$ cat src/rtl/mc_fir_pkg.sv
// ---------------------------------------------------------------------------
// mc_fir_pkg : shared types and elaboration helpers for mc_fir_filter
// Revision   : 1.0  initial release
// ---------------------------------------------------------------------------
`default_nettype none

package mc_fir_pkg;

  typedef enum logic [1:0] {
    ST_IDLE  = 2'd0,
    ST_MAC   = 2'd1,
    ST_ROUND = 2'd2
  } fir_state_e;

  function automatic int acc_width(input int data_w, input int coef_w, input int taps);
    return data_w + coef_w + $clog2(taps);
  endfunction

  // Passthrough tap; 2^frac is clamped to the largest positive coefficient
  // when it does not fit, so the default filter is unity gain to within 1 LSB.
  function automatic logic signed [63:0] default_coef(input int idx, input int frac,
                                                      input int coef_w);
    logic signed [63:0] max_pos;
    logic signed [63:0] unity;
    max_pos = (64'sd1 << (coef_w - 1)) - 64'sd1;
    unity   = 64'sd1 << frac;
    if (idx != 0) return '0;
    if (unity > max_pos) return max_pos;
    return unity;
  endfunction

endpackage

`default_nettype wire

$ cat src/rtl/mc_fir_history.sv
// ---------------------------------------------------------------------------
// mc_fir_history : per-channel circular delay lines with tap address generation
// Revision       : 1.0  initial release
// ---------------------------------------------------------------------------
`default_nettype none

module mc_fir_history #(
  parameter int DATA_W   = 12,
  parameter int TAPS     = 40,
  parameter int CHANNELS = 2,
  parameter int CH_W     = 1,
  parameter int TAP_W    = 6
) (
  input  logic                     clk,
  input  logic                     rst,
  input  logic                     wr_en_i,
  input  logic [CH_W-1:0]          wr_ch_i,
  input  logic signed [DATA_W-1:0] wr_data_i,
  input  logic [CH_W-1:0]          rd_ch_i,
  input  logic [TAP_W-1:0]         rd_tap_i,
  output logic signed [DATA_W-1:0] rd_data_o
);

  logic signed [DATA_W-1:0] mem_q [CHANNELS][TAPS];
  logic [TAP_W-1:0]         ptr_q [CHANNELS];
  logic [TAP_W-1:0]         w_rd_ptr;
  logic [TAP_W:0]           w_rd_sum;
  logic [TAP_W-1:0]         w_rd_addr;

  always_ff @(posedge clk or posedge rst) begin
    if (rst) begin
      for (int c = 0; c < CHANNELS; c++) begin
        ptr_q[c] <= '0;
        for (int t = 0; t < TAPS; t++) mem_q[c][t] <= '0;
      end
    end else begin
      for (int c = 0; c < CHANNELS; c++) begin
        if (wr_en_i && (wr_ch_i == CH_W'(c))) begin
          for (int t = 0; t < TAPS; t++) begin
            if (ptr_q[c] == TAP_W'(t)) mem_q[c][t] <= wr_data_i;
          end
          ptr_q[c] <= (ptr_q[c] == TAP_W'(TAPS - 1)) ? '0 : ptr_q[c] + TAP_W'(1);
        end
      end
    end
  end

  always_comb begin
    w_rd_ptr = '0;
    for (int c = 0; c < CHANNELS; c++) begin
      if (rd_ch_i == CH_W'(c)) w_rd_ptr = ptr_q[c];
    end
  end

  // The pointer sits one past the newest sample, so tap k lives at ptr-1-k mod TAPS.
  assign w_rd_sum  = {1'b0, w_rd_ptr} + (TAP_W+1)'(TAPS - 1) - {1'b0, rd_tap_i};
  assign w_rd_addr = (w_rd_sum >= (TAP_W+1)'(TAPS)) ?
                     TAP_W'(w_rd_sum - (TAP_W+1)'(TAPS)) : w_rd_sum[TAP_W-1:0];

  always_comb begin
    rd_data_o = '0;
    for (int c = 0; c < CHANNELS; c++) begin
      for (int t = 0; t < TAPS; t++) begin
        if ((rd_ch_i == CH_W'(c)) && (w_rd_addr == TAP_W'(t))) rd_data_o = mem_q[c][t];
      end
    end
  end

endmodule

`default_nettype wire

$ cat src/rtl/mc_fir_filter.sv
// ---------------------------------------------------------------------------
// mc_fir_filter : multi-channel FIR, one shared MAC, TAPS+2 cycles per sample
//                 Define FIR_SAT_EN to clamp the output instead of wrapping.
// Revision      : 1.0  initial release
// ---------------------------------------------------------------------------
`default_nettype none

module mc_fir_filter
  import mc_fir_pkg::*;
#(
  parameter  int DATA_W   = 12,
  parameter  int COEF_W   = 16,
  parameter  int TAPS     = 40,
  parameter  int CHANNELS = 2,
  parameter  int FRAC     = 15,
  localparam int CH_W     = (CHANNELS > 1) ? $clog2(CHANNELS) : 1,
  localparam int TAP_W    = $clog2(TAPS)
) (
  input  logic                     clk,
  input  logic                     rst,
  input  logic                     in_valid,
  output logic                     in_ready,
  input  logic [CH_W-1:0]          in_ch,
  input  logic signed [DATA_W-1:0] in_data,
  input  logic                     coef_we,
  input  logic [TAP_W-1:0]         coef_addr,
  input  logic signed [COEF_W-1:0] coef_data,
  output logic                     out_valid,
  output logic [CH_W-1:0]          out_ch,
  output logic signed [DATA_W-1:0] out_data
);

  localparam int ACC_W  = acc_width(DATA_W, COEF_W, TAPS);
  localparam int PROD_W = DATA_W + COEF_W;
  localparam logic signed [ACC_W:0] RND = (ACC_W+1)'(1) << (FRAC - 1);

  fir_state_e               state_q, state_d;
  logic [TAP_W-1:0]         tap_q, tap_d;
  logic [CH_W-1:0]          ch_q, ch_d;
  logic signed [ACC_W-1:0]  acc_q, acc_d;
  logic                     out_valid_q, out_valid_d;
  logic [CH_W-1:0]          out_ch_q, out_ch_d;
  logic signed [DATA_W-1:0] out_data_q, out_data_d;
  logic signed [COEF_W-1:0] coef_q [TAPS];

  logic                     w_idle;
  logic                     w_start;
  logic signed [DATA_W-1:0] w_hist;
  logic signed [COEF_W-1:0] w_coef;
  logic signed [PROD_W-1:0] w_prod;
  logic signed [ACC_W:0]    w_rnd_sum;
  logic signed [DATA_W-1:0] w_res;

  assign w_idle   = (state_q == ST_IDLE);
  assign in_ready = w_idle;
  // Out-of-range channels are accepted and dropped without leaving IDLE.
  assign w_start  = in_valid && w_idle && (32'(in_ch) < CHANNELS);

  mc_fir_history #(
    .DATA_W   (DATA_W),
    .TAPS     (TAPS),
    .CHANNELS (CHANNELS),
    .CH_W     (CH_W),
    .TAP_W    (TAP_W)
  ) u_history (
    .clk       (clk),
    .rst       (rst),
    .wr_en_i   (w_start),
    .wr_ch_i   (in_ch),
    .wr_data_i (in_data),
    .rd_ch_i   (ch_q),
    .rd_tap_i  (tap_q),
    .rd_data_o (w_hist)
  );

  always_ff @(posedge clk or posedge rst) begin
    if (rst) begin
      for (int i = 0; i < TAPS; i++) coef_q[i] <= COEF_W'(default_coef(i, FRAC, COEF_W));
    end else if (coef_we && w_idle) begin
      for (int i = 0; i < TAPS; i++) begin
        if (coef_addr == TAP_W'(i)) coef_q[i] <= coef_data;
      end
    end
  end

  assign w_coef    = coef_q[tap_q];
  assign w_prod    = w_hist * w_coef;
  assign w_rnd_sum = {acc_q[ACC_W-1], acc_q} + RND;

`ifdef FIR_SAT_EN
  localparam logic signed [ACC_W:0] SAT_MAX = (ACC_W+1)'((64'sd1 << (DATA_W - 1)) - 64'sd1);
  localparam logic signed [ACC_W:0] SAT_MIN = (ACC_W+1)'(-(64'sd1 << (DATA_W - 1)));
  logic signed [ACC_W:0] w_rnd;
  assign w_rnd = w_rnd_sum >>> FRAC;
  always_comb begin
    if (w_rnd > SAT_MAX)      w_res = SAT_MAX[DATA_W-1:0];
    else if (w_rnd < SAT_MIN) w_res = SAT_MIN[DATA_W-1:0];
    else                      w_res = w_rnd[DATA_W-1:0];
  end
`else
  assign w_res = DATA_W'(w_rnd_sum >>> FRAC);
`endif

  always_ff @(posedge clk or posedge rst) begin
    if (rst) begin
      state_q     <= ST_IDLE;
      tap_q       <= '0;
      ch_q        <= '0;
      acc_q       <= '0;
      out_valid_q <= 1'b0;
      out_ch_q    <= '0;
      out_data_q  <= '0;
    end else begin
      state_q     <= state_d;
      tap_q       <= tap_d;
      ch_q        <= ch_d;
      acc_q       <= acc_d;
      out_valid_q <= out_valid_d;
      out_ch_q    <= out_ch_d;
      out_data_q  <= out_data_d;
    end
  end

  always_comb begin
    state_d     = state_q;
    tap_d       = tap_q;
    ch_d        = ch_q;
    acc_d       = acc_q;
    out_valid_d = 1'b0;
    out_ch_d    = out_ch_q;
    out_data_d  = out_data_q;
    case (state_q)
      ST_IDLE: begin
        if (w_start) begin
          state_d = ST_MAC;
          tap_d   = '0;
          ch_d    = in_ch;
          acc_d   = '0;
        end
      end
      ST_MAC: begin
        acc_d = acc_q + {{(ACC_W-PROD_W){w_prod[PROD_W-1]}}, w_prod};
        if (tap_q == TAP_W'(TAPS - 1)) state_d = ST_ROUND;
        else                           tap_d   = tap_q + TAP_W'(1);
      end
      ST_ROUND: begin
        state_d     = ST_IDLE;
        out_valid_d = 1'b1;
        out_ch_d    = ch_q;
        out_data_d  = w_res;
      end
      default: state_d = ST_IDLE;
    endcase
  end

  assign out_valid = out_valid_q;
  assign out_ch    = out_ch_q;
  assign out_data  = out_data_q;

endmodule

`default_nettype wire

$ cat config.mk
export PLATFORM = sky130hd
export DESIGN_NAME = mc_fir_filter
export DESIGN_NICKNAME = d
export VERILOG_FILES = /design/src/rtl/mc_fir_pkg.sv /design/src/rtl/mc_fir_history.sv /design/src/rtl/mc_fir_filter.sv
export SDC_FILE = /design/constraint.sdc
export NUM_CORES = 2
export LEC_CHECK = 0
export CAP_MARGIN = 15
export CELL_PAD_IN_SITES_DETAIL_PLACEMENT = 0
export CELL_PAD_IN_SITES_GLOBAL_PLACEMENT = 1
export CORE_MARGIN = 3
export CORE_UTILIZATION = 57
export DETAILED_ROUTE_END_ITERATION = 16
export PLACE_DENSITY_LB_ADDON = 0.15
export RECOVER_POWER = 50
export SLEW_MARGIN = 10
export SYNTH_ARGS = -nofsm -noshare
export SYNTH_HDL_FRONTEND = slang
export SYNTH_SLANG_ARGS = --single-unit
$ cat constraint.sdc
create_clock -name clk -period 96.3 [get_ports clk]
set_input_delay 19.26 -clock clk [delete_from_list [all_inputs] [get_ports clk]]
set_output_delay 19.26 -clock clk [all_outputs]
set_load 0.1 [all_outputs]
==> summary.txt <==
normalized max-slew margin - -4.17
Fillers - 11608
failing checks - capacitance limit, slew limit
Post-synth ARST share - 1.00
PortBufs - 53
unrepaired setup endpoints after global routing - no
worst r2r src - tap_q[2]$_DFFE_PP0P_
Register-to-Register Path Depth - 55
largest cells by area after synthesis - dfrtp_1, mux2_2, mux4_2
FF-to-FF setup slack - 79.93 ns
post-CTS setup buffer count - 0
Max Clock Freq - 0.0305 GHz
Synth Flop Type - dfrtp_1
Die Ht - 394 um
Final Instance Area - 0.0941 mm2
TritonRoute pass-1 iters - 6
CP Max Fanout - 173
die area - 0.155 mm2
total CTS buffers - 175
Worst setup EP type - async pin
post-synth top area share - 0.480
Final Cycle Share - 0.341
total track usage - 0.339
Critical Path Start Type - primary input
worst hold stages - 2
Die X - 394 um
Post-DP Area - 0.0882 mm2
routed wire length - 264000 um
initial antenna violation count - 12
largest net degree at the start of global routing - 174
CTS tree - yes
sequential area share after synthesis - 0.485
synth warn - 0
Least-Margin Pin Slew - 7.76 ns
total congestion overflow - 0
RR Endpoint - acc_q[26]$_DFFE_PP0P_
Worst Hold Endpoint - out_data[3]$_DFFE_PP0P_
# clock sinks - 1662
average wire per standard cell - 29.5 um
Post-DP HPWL - 174000 um
clock-pin slew on the worst setup and hold paths - 0.06 ns
Syn Area/Cell - 12.4 um2
H-tree Lvls - 4
syn nets - 7234
commonest cells after routing, fill and taps aside - dfrtp_1, mux2_2, nand2_1, nor2_1, inv_1
starting density of the core - 0.578
worst min path class - flop to flop
final hold viol count - 0
Routed Antenna Nets - 0
Metal-1 WL - 113000 um
Yosys reg bits - 1662
met3 WL - 25600 um
Setup violations, final - 0
GPL Wtd Cong - 0.945
kind of critical path - primary input to async pin
core area - 0.149 mm2
first-pass GRT wire length - 396000 um
Pins Over Slew Limit - 996
Hold Startpoint - out_data[3]$_DFFE_PP0P_
Skew-Pair Late Insertion Delay - 0.86 ns
commonest non-fill, non-tap cell in the layout - dfrtp_1
top routing layer in use - met5
Clock Root Buffer - clkbuf_16
cell area after synthesis - 0.0858 mm2
top cell type by total area after synthesis - dfrtp_1
skew final - 0.0830 ns
CTS Buffer Depth - 3
Worst Path Arrival - 33.69 ns
library cells used by synthesis - 97
Setup TNS - 0 ns
layout cells sized above 1 - 0.340
Cell Rows - 141
required time worst endpoint - 97.19 ns
# IOs - 54
vias in the first global route - 59829
Met2 Wirelength - 116000 um
via count - 59467
via density per instance - 6.66
Gate Count Post-Synth - 6914
area grow syn2layout - 9.67%
Post-CTS Resized - 0
number of DRC markers in iteration 0 - 6476
Tmin final - 32.80 ns
run status - finished, violations left
# nets final - 7102
number of synthesized flops with an enable pin - 0
CTS Hold Buffers Added - 0
maxcap violations - 19
# DRC - 0
registers in the layout, indices dropped and copies added, names as in the netlist:
name,count
acc_q,27
out_data,12
u_history.ptr_q,12
out_valid,1
u_history.mem_q,960
tap_q,6
out_ch,1
ch_q,1
coef_q,640
state_q,2
per-layer routing:
| metal | GRT usage | vias to the layer above |
|---|---|---|
| met3 | 0.0823 | 540 |
| met5 | 0 | - |
| met1 | 0.496 | 31371 |
| met2 | 0.498 | 2724 |
| met4 | 0.111 | 4 |
| li1 | - | 24828 |
cells by family (layout without fill, tap and decap cells):
family	Yosys count	in the layout	synth area share
fa+ha+maj	281	281	0.0564
simple gates	1211	1211	0.0653
flops	1662	1662	0.485
mux	1824	1824	0.265
compound gates	1039	1039	0.0836
xor+xnor	73	73	0.00786
other cells	0	3	0
buf+inv	824	839	0.0374
worst max-delay path, stage by stage:
cell and delay [ns]:
dlygate4sd3_1 0.54, clkinvlp_2 2.74, clkbuf_1 5.61, clkbuf_1 2.84, buf_12 0.64, buf_4 0.83
buf_4 0.63
final cells by class:
cell class	instances	area, um2	share of cell area
clock buffers	250	5050	0.0537
multi-input cells	4428	41100	0.437
repair buffers	244	1830	0.0194
well taps	2002	2500	0.0266
inverters	271	1020	0.0109
flip-flops and latches	1662	41600	0.442
clock inverters	74	948	0.0101
diodes	3	7.51	0.0000798
worst max path at each step:
stage / to / startpoint / depth (start not counted) / slack [ns]
after floorplan: acc_q[0]$_DFFE_PP0P_ / rst / 1 / 30.16
after global placement: u_history.mem_q[842]$_DFFE_PP0P_ / rst / 7 / 71.88
after detailed placement: u_history.mem_q[842]$_DFFE_PP0P_ / rst / 7 / 71.76
after CTS: u_history.mem_q[869]$_DFFE_PP0P_ / rst / 7 / 72.62
after global routing: u_history.mem_q[870]$_DFFE_PP0P_ / rst / 7 / 60.91
final: u_history.mem_q[870]$_DFFE_PP0P_ / rst / 7 / 63.50
Yosys cell counts (all sizes together) (7+ instances only):
cell type and instances:
nand4 38, mux2 1610, buf 130, o21a 15, xor2 20, or3 12, o21bai 7, fa 176
o22ai 89, nand3 118, or2 12, and3 26, a22o 16, nor2 274, and2 44, o2111ai 25
o211ai 41, a21o 30, a22oi 64, a221o 21, o31ai 13, clkbuf 423, xnor2 51, mux2i 20
dfrtp 1647, a211oi 36, inv 268, a21oi 211, a31oi 34, o21ai 197, nor3 82, nand2b 30
mux4 194, o32ai 8, dfstp 15, a222oi 28, ha 105, a221oi 84, a41oi 7, nand2 473
a2111oi 14, o22a 11, nor4 27, o221ai 31, nor2b 47
per-stage QoR:
stage	setup slack, ns	std cells	hold slack (ns)	utilization
global placement	71.88	8604	0.465	0.594
global route	60.91	8931	0.505	0.633
finish	63.50	8934	0.474	0.633
floorplan	30.16	6914	0.456	-
CTS	72.62	8928	0.483	0.634
detailed placement	71.76	8604	0.474	0.594
Power is left out: the tool's default activity adds up to more than one toggle a clock period on the data nets, which glitch-free logic cannot reach.
